**src/rtl/sync_fifo_pkg.sv**
```systemverilog
// Shared defaults and helpers for the thresholded synchronous FIFO.
package sync_fifo_pkg;

  localparam int DEFAULT_DATA_WIDTH    = 8;
  localparam int DEFAULT_ADDR_WIDTH    = 3;
  localparam int DEFAULT_AFULL_THRESH  = 6;
  localparam int DEFAULT_AEMPTY_THRESH = 2;

  // Pointers carry one extra wrap bit so full and empty are distinguishable.
  function automatic int ptr_width(input int addr_width);
    return addr_width + 1;
  endfunction

endpackage

```
**src/rtl/fifo_mem_dp.sv**
```systemverilog
// Dual-port storage: one clocked write port, one asynchronous read port.
module fifo_mem_dp #(
  parameter int DATA_WIDTH = 8,
  parameter int ADDR_WIDTH = 3
) (
  input  logic                  clk,
  input  logic                  we,
  input  logic [ADDR_WIDTH-1:0] waddr,
  input  logic [DATA_WIDTH-1:0] wdata,
  input  logic [ADDR_WIDTH-1:0] raddr,
  output logic [DATA_WIDTH-1:0] rdata
);

  logic [DATA_WIDTH-1:0] mem [2**ADDR_WIDTH];

  // NOTE: storage has no reset; validity is tracked by the pointers, so clearing it would only cost area.
  always_ff @(posedge clk) begin
    if (we) mem[waddr] <= wdata;
  end

  assign rdata = mem[raddr];

endmodule

```
**src/rtl/sync_fifo_thresh.sv**
```systemverilog
// Synchronous FIFO with registered full/empty/almost flags and sticky error bits.
// Define SYNC_FIFO_FWFT_EN for first-word fall-through; default is registered-read mode.
module sync_fifo_thresh
  import sync_fifo_pkg::*;
#(
  parameter int DATA_WIDTH    = DEFAULT_DATA_WIDTH,
  parameter int ADDR_WIDTH    = DEFAULT_ADDR_WIDTH,
  parameter int AFULL_THRESH  = DEFAULT_AFULL_THRESH,
  parameter int AEMPTY_THRESH = DEFAULT_AEMPTY_THRESH
) (
  input  logic                  clk,
  input  logic                  rst_n,
  input  logic                  clr,
  input  logic                  winc,
  input  logic [DATA_WIDTH-1:0] wdata,
  input  logic                  rinc,
  output logic [DATA_WIDTH-1:0] rdata,
  output logic                  wfull,
  output logic                  rempty,
  output logic                  almost_full,
  output logic                  almost_empty,
  output logic [ADDR_WIDTH:0]   count,
  output logic                  overflow,
  output logic                  underflow
);

  localparam int PW = ptr_width(ADDR_WIDTH);
  localparam logic [PW-1:0] DEPTH  = PW'(2**ADDR_WIDTH);
  localparam logic [PW-1:0] AFULL  = PW'(AFULL_THRESH);
  localparam logic [PW-1:0] AEMPTY = PW'(AEMPTY_THRESH);

  logic [PW-1:0]         wptr, rptr, wptr_next, rptr_next, count_next;
  logic                  w_acc, r_acc;
  logic [DATA_WIDTH-1:0] mem_rdata;

  // A write while full is dropped even if a read frees a slot on the same edge.
  assign w_acc = winc && !wfull;
  assign r_acc = rinc && !rempty;

  // NOTE: every always_comb output gets a default first so no path infers a latch.
  always_comb begin
    wptr_next = wptr;
    rptr_next = rptr;
    if (clr) begin
      wptr_next = '0;
      rptr_next = '0;
    end else begin
      if (w_acc) wptr_next = wptr + 1'b1;
      if (r_acc) rptr_next = rptr + 1'b1;
    end
    count_next = wptr_next - rptr_next;
  end

  fifo_mem_dp #(
    .DATA_WIDTH(DATA_WIDTH),
    .ADDR_WIDTH(ADDR_WIDTH)
  ) u_mem (
    .clk  (clk),
    .we   (w_acc && !clr),
    .waddr(wptr[ADDR_WIDTH-1:0]),
    .wdata(wdata),
    .raddr(rptr[ADDR_WIDTH-1:0]),
    .rdata(mem_rdata)
  );

  // NOTE: sequential state uses non-blocking assignments so all registers update from pre-edge values.
  always_ff @(posedge clk or negedge rst_n) begin
    if (!rst_n) begin
      wptr         <= '0;
      rptr         <= '0;
      count        <= '0;
      wfull        <= 1'b0;
      rempty       <= 1'b1;
      almost_full  <= 1'b0;
      almost_empty <= 1'b1;
      overflow     <= 1'b0;
      underflow    <= 1'b0;
    end else begin
      wptr         <= wptr_next;
      rptr         <= rptr_next;
      count        <= count_next;
      wfull        <= (count_next == DEPTH);
      rempty       <= (count_next == '0);
      almost_full  <= (count_next >= AFULL);
      almost_empty <= (count_next <= AEMPTY);
      if (clr) begin
        overflow  <= 1'b0;
        underflow <= 1'b0;
      end else begin
        if (winc && wfull)  overflow  <= 1'b1;
        if (rinc && rempty) underflow <= 1'b1;
      end
    end
  end

`ifdef SYNC_FIFO_FWFT_EN
  // Head entry is visible as soon as the FIFO is non-empty.
  assign rdata = rempty ? '0 : mem_rdata;
`else
  always_ff @(posedge clk or negedge rst_n) begin
    if (!rst_n)              rdata <= '0;
    else if (r_acc && !clr)  rdata <= mem_rdata;
  end
`endif

endmodule
```
**config.mk**
```make
export PLATFORM = sky130hd
export DESIGN_NAME = sync_fifo_thresh
export DESIGN_NICKNAME = d
export VERILOG_FILES = /design/src/rtl/sync_fifo_pkg.sv /design/src/rtl/fifo_mem_dp.sv /design/src/rtl/sync_fifo_thresh.sv
export SDC_FILE = /design/constraint.sdc
export NUM_CORES = 1
export LEC_CHECK = 0
export CELL_PAD_IN_SITES_DETAIL_PLACEMENT = 0
export CELL_PAD_IN_SITES_GLOBAL_PLACEMENT = 1
export CORE_MARGIN = 4
export CORE_UTILIZATION = 49
export DETAILED_ROUTE_END_ITERATION = 8
export HOLD_SLACK_MARGIN = 0.06
export PLACE_DENSITY_LB_ADDON = 0.1
export SLEW_MARGIN = 20
export SYNTH_ARGS = -nofsm -noshare
export SYNTH_HDL_FRONTEND = slang
export SYNTH_HIERARCHICAL = 1
export SYNTH_SLANG_ARGS = --single-unit
```
**constraint.sdc**
```tcl
create_clock -name clk -period 3.6 [get_ports clk]
set_clock_uncertainty 0.05 [all_clocks]
set_input_delay 0.72 -clock clk [delete_from_list [all_inputs] [get_ports clk]]
set_output_delay 0.72 -clock clk [all_outputs]
set_load 0.02 [all_outputs]
```
==> results of run 1 <==
==> worst max path at each step <==
stage	from	endpoint	slack, ps	depth (start not counted)
floorplan	clr	wfull$_DFF_PN0_	750	8
global placement	rinc	wfull$_DFF_PN0_	240	10
detailed placement	rinc	wfull$_DFF_PN0_	180	10
CTS	rinc	wfull$_DFF_PN0_	530	10
global route	rinc	wfull$_DFF_PN0_	400	10
finish	rinc	wfull$_DFF_PN0_	510	10
==> cell families after synthesis <==
kind of cell	synth area share
AOI/OAI and AO/OA	0.0461
xor gates and xnor gates	0.0115
adders and majority gates	0.0165
buffers and inverters	0.0237
DFF	0.677
muxes	0.160
and+or+nand+nor	0.0652
==> flip-flops by register name, summed over array words and instances, names as in the netlist <==
register      cells
u_mem/mem        64
count             4
almost_full       1
rempty            1
wfull             1
underflow         1
rptr              4
wptr              4
rdata             8
overflow          1
almost_empty      1
==> synth_stat cells (2+ instances only) <==
cell and n:
nor3_2 2, or2_2 3, inv_1 7, nor3_1 3, dfstp_2 2, edfxtp_1 64, dfrtp_1 24, o21ai_1 2
xor2_1 2, mux4_1 15, buf_2 2, nand2b_1 6, mux2_2 16, o211ai_1 2, a21oi_1 5, a211oi_1 2
ha_1 5, nand2_1 5, buf_1 2, o211a_1 2, nor2_1 16, xnor2_1 3, buf_6 2, nand3_1 2
==> report_power, final <==
group / total [W] / internal (W) / switching (W)
Sequential: 0.00131 / 0.00125 / 0.0000655
Combinational: 0.000801 / 0.000405 / 0.000396
Clock: 0.000695 / 0.000346 / 0.000348
==> layer usage <==
metal,global-route usage,part of all wire
met4,0.0545,0.0087
met3,0.0352,0.048
met1,0.226,0.42
met5,0,0
met2,0.289,0.52
==> stage by stage <==
stage	instance area (µm²)	total power [W]	std cells	setup slack, ps	hold WS (ps)
2_1_floorplan	3800	0.00183	212	747	374
3_3_place_gp	4270	0.00211	348	236	430
3_5_place_dp	4270	0.00215	348	175	445
4_1_cts	4480	0.00285	364	528	464
5_1_grt	4480	0.00295	364	399	474
6_report	4480	0.00281	364	510	457
==> worst reg2reg max path, stage by stage (launching register included) <==
cell and delay, ps:
dfstp_2 570, nand2b_4 170, nor2_1 60, xnor2_1 120
or2_2 290, ha_1 330, or2_2 300, o221a_2 160
or3_1 390, a211oi_1 250
==> cell type report <==
type                            count  area, µm²
Clock inverter                      5       63.8
Tap cell                           99        124
Clock buffer                       11        141
Timing Repair Buffer               45        413
Sequential cell                    90       2570
Multi-Input combinational cell    107       1140
Fill cell                         577       2930
Inverter                            7       26.3
==> out/results.txt, run 1 <==
status: finished clean
antenna violations before repair: 0
Slew headroom: 0.637
Mapped Nets: 230
routability cong.: 0.816
DR vias: 1996
Vias/cell: 5.48
Post CTS Setup Buffer Count: 0
drt initial violations: 100
VDD IR-drop max: 0.261 mV
Clock Sink Count: 90
library cells used by synthesis: 42
Pre-Repair DR Iteration Count: 4
clock-pin slew on the worst setup and hold paths: 80 ps
H-tree depth: 3
pwr dens: 627 nW/µm²
share of layout cells above drive strength 1: 0.223
Slowest Stage Delay on Critical Path: 540 ps
crit path cell chain: clkdlybuf4s50_1, nand2b_4, nor2_1, xnor2_1, or2_2, ha_1, or2_2, o221a_2, or3_1, a211oi_1
family with the most delay on the worst path: simple AND/OR/NAND/NOR gates
area grow syn2layout: 17.8%
setup violators final: 0
r2r endpoint: wfull$_DFF_PN0_
fmax: 324 MHz
pin count of the biggest net entering global routing: 27
ANT cells: 0
Clock Latency Late Sink: 340 ps
leading area contributor after synthesis: edfxtp_1
DR WL/cell: 19.6 µm
commonest cells after routing, fill and taps aside: edfxtp_1, clkdlybuf4s50_1, dfrtp_1
row count: 31
sequential share of the synthesized area: 0.677
top-area cell type share of the netlist area: 0.506
Routed WL: 7130 µm
TritonCTS clock tree: done
EDFF count, synth: 64
prevailing post-synth register cell: edfxtp_1
total negative slack: 0 ps
placeable core area: 7410 µm²
post-synthesis register bit count: 90
Clock Tree Root: clkbuf_8
I/O Buffers: 30
slew at the pin with the worst max-slew slack: 540 ps
final hold viol count: 0
die width: 96.1 µm
Hold Crit Class: flop to flop
post_cts resized: 0
hold endpoint: rdata[0]$_DFFE_PN0P_
Final Critical Period: 3090 ps
fin util: 0.605
Worst Path Required: 3800 ps
Initial Utilization: 0.513
post-route ant nets: 0
critical path class: input port to flop
number of global-route vias before repair: 2126
LEAKAGE: 1.64 nW
Nets: 278
worst r2r path cells: 9
Max Cap Viol: 0
GRT Total Usage: 0.172
HPWL after DPL: 4670 µm
slowest CP cell: clkdlybuf4s50_1
r2r startpoint: rempty$_DFF_PN1_
syn avg cell area: 17.9 µm²
Netlist Area Pre-Place: 3800 µm²
global route overflow: 0
Critical Path Sink Type: flop
Final period util: 0.858
Synth Instances: 212
die area: 9230 µm²
YS warnings: 6
Num CTS Buffers: 9
WP data arrival: 3290 ps
I/O pin cnt: 31
crit start category: input port
Max clock buf depth: 2
most common cell after layout, fill and taps aside: edfxtp_1
HP Start: rdata[0]$_DFFE_PN0P_
Final Slew Violations: 0
R2R Setup Slk: 810 ps
RSZ-0062 raised after global routing: no
Hold-fix buffers, CTS: 0
most numerous cell on the critical path: or2_2
CP Buf/Inv Count: 1
die height: 96.1 µm
Worst Path Max Fanout: 7
largest cells by area after synthesis: edfxtp_1, dfrtp_1, mux4_1
first-pass GRT wire length: 11300 µm
drt drc: 0
FFs w/ async S/R, synth: 0.289
hold path cells: 1
Note: power is estimated with default switching activity, not from simulation.
==> inputs of run 2 (changes only) <==
--- a/config.mk
+++ b/config.mk
@@ -14,2 +14,3 @@
 export PLACE_DENSITY_LB_ADDON = 0.1
+export REMOVE_ABC_BUFFERS = 1
 export SLEW_MARGIN = 20
==> constraint.sdc (replaced) <==
create_clock -name clk -period 3.6 [get_ports clk]
set_clock_uncertainty 0.05 [all_clocks]
set_input_delay 1.08 -clock clk [delete_from_list [all_inputs] [get_ports clk]]
set_output_delay 1.08 -clock clk [all_outputs]
set_load 0.02 [all_outputs]
==> run 2 against run 1 <==
Against the previous run: register-to-register slack about the same; combinational power rose by 1%; final cell count rose by 2.2%; sequential power about the same; die area unchanged.
==> out/results.txt, run 2 (synthesized netlist as in run 1, its figures left out) <==
status: finished clean (unchanged)
HPWL after DPL: 4810 µm (was 4670 µm)
fin util: 0.612 (was 0.605)
Clock Sink Count: 90 (unchanged)
Sequential Power Share: 0.468 (was 0.467)
Combinational Power Share: 0.289 (was 0.285)
Hold-fix buffers, CTS: 0 (unchanged)
die area: 9230 µm² (unchanged)
GRT Total Usage: 0.173 (was 0.172)
TritonCTS clock tree: done (unchanged)
Post CTS Setup Buffer Count: 0 (unchanged)
I/O pin cnt: 31 (unchanged)
placeable core area: 7410 µm² (unchanged)
Clk pwr share: 0.242 (was 0.247)
Critical Path Sink Type: flop (unchanged)
critical path class: input port to flop (unchanged)
Switching Share: 0.289 (was 0.288)
H-tree depth: 3 (unchanged)
total negative slack: 0 ps (unchanged)
RSZ-0062 raised after global routing: no (unchanged)
most common cell after layout, fill and taps aside: edfxtp_1 (unchanged)
Max clock buf depth: 2 (unchanged)
commonest cells after routing, fill and taps aside: edfxtp_1, clkdlybuf4s50_1, dfrtp_1 (unchanged)
pin count of the biggest net entering global routing: 27 (unchanged)
DP Area: 4330 µm² (was 4270 µm²)
WP data arrival: 3600 ps (was 3290 ps)
Sw Pwr: 0.000812 W (was 0.000810 W)
setup violators final: 0 (unchanged)
Clock Tree Root: clkbuf_8 (unchanged)
Final Power: 0.00281 W (about the same)
final worst setup slack: 189 ps (was 510 ps)
row count: 31 (unchanged)
largest registers: u_mem/mem (64), rdata (8) (unchanged)
share of layout cells above drive strength 1: 0.249 (was 0.223)
max FFs per register: 64 (unchanged)
routability cong.: 0.832 (was 0.816)
antenna violations before repair: 0 (unchanged)
pwr dens: 619 nW/µm² (was 627 nW/µm²)
post-route ant nets: 0 (unchanged)
LEAKAGE: 1.67 nW (was 1.64 nW)
Final Critical Period: 3410 ps (was 3090 ps)
Top reg by flops: u_mem/mem (unchanged)
Vias/cell: 5.36 (was 5.48)
Num CTS Buffers: 9 (unchanged)
Nets: 286 (was 278)
crit start category: input port (unchanged)
slew at the pin with the worst max-slew slack: 495 ps (was 540 ps)
drt initial violations: 104 (was 100)
ANT cells: 0 (unchanged)
Routed WL: 7220 µm (was 7130 µm)
Initial Utilization: 0.513 (unchanged)
Int Power: 0.00200 W (about the same)
VDD IR-drop max: 0.334 mV (was 0.261 mV)
fmax: 293 MHz (was 324 MHz)
Clock Latency Late Sink: 350 ps (was 340 ps)
Worst Path Required: 3790 ps (was 3800 ps)
DR WL/cell: 19.4 µm (was 19.6 µm)
number of global-route vias before repair: 2096 (was 2126)
area grow syn2layout: 19.3% (was 17.8%)
final instance area: 4530 µm² (was 4480 µm²)
Worst Path Max Fanout: 3 (was 7)
Max Cap Viol: 0 (unchanged)
I/O Buffers: 30 (unchanged)
Final period util: 0.948 (was 0.858)
global route overflow: 0 (unchanged)
drt drc: 0 (unchanged)
die height: 96.1 µm (unchanged)
Fill cells: 559 (was 577)
first-pass GRT wire length: 11100 µm (was 11300 µm)
Pre-Repair DR Iteration Count: 4 (unchanged)
Hold Crit Class: flop to flop (unchanged)
final hold viol count: 0 (unchanged)
pre-CTS setup slack: -110 ps (was 175 ps)
Final Slew Violations: 0 (unchanged)
die width: 96.1 µm (unchanged)
Slew headroom: 0.668 (was 0.637)
clock-pin slew on the worst setup and hold paths: 90 ps (was 80 ps)
DR vias: 1993 (was 1996)
post_cts resized: 0 (unchanged)
==> run 2: per-layer routing <==
metal | track usage | up-vias | part of all wire
li1 | - | 945 | -
met5 | 0 | - | 0
met3 | 0.0289 | 9 | 0.027
met2 | 0.317 | 35 | 0.54
met1 | 0.203 | 1004 | 0.42
met4 | 0.0640 | 0 | 0.013
==> run 2: power groups by stage <==
stage | Combinational [W] | Sequential (W) | Clock [W]
6_report | 0.000812 | 0.00132 | 0.000681
5_1_grt | 0.000878 | 0.00133 | 0.000742
4_1_cts | 0.000822 | 0.00132 | 0.000698
3_5_place_dp | 0.000818 | 0.00134 | 0
3_3_place_gp | 0.000803 | 0.00133 | 0
2_1_floorplan | 0.000338 | 0.00146 | 0
==> run 2: worst paths after layout <==
check / from / end / slack (ps) / cells past startpoint
hold / removal: underflow$_DFFE_PN0P_ / underflow$_DFFE_PN0P_ / 460 / 2
setup reg to reg: rempty$_DFF_PN1_ / wfull$_DFF_PN0_ / 820 / 9
min in group asynchronous: rst_n / rdata[1]$_DFFE_PN0P_ / 1070 / 2
hold reg to reg: underflow$_DFFE_PN0P_ / underflow$_DFFE_PN0P_ / 460 / 2
max in group asynchronous: rst_n / rempty$_DFF_PN1_ / 2120 / 2
setup / recovery: rinc / wfull$_DFF_PN0_ / 190 / 10
==> run 2: area by class of cell <==
type,count,area (µm²),area share
Sequential cell,90,2570,0.568
Timing Repair Buffer,53,473,0.104
Inverter,7,26.3,0.00579
Clock inverter,7,76.3,0.0168
Tap cell,99,124,0.0273
Clock buffer,9,124,0.0273
Multi-Input combinational cell,107,1140,0.251
==> run 2: metrics by stage <==
stage / hold slack (ps) / std cells
6_report: 461 / 372
4_1_cts: 466 / 372
2_1_floorplan: 514 / 204
3_5_place_dp: 445 / 356
3_3_place_gp: 425 / 356
5_1_grt: 502 / 372
==> run 2: critical path, cell delays in order <==
cell and delay (ps):
clkdlybuf4s50_1 530, nand2b_4 60, nor2_1 110, xnor2_1 80, or2_2 300, ha_1 320, or2_2 290, o221a_2 150
or3_1 390, a211oi_1 310
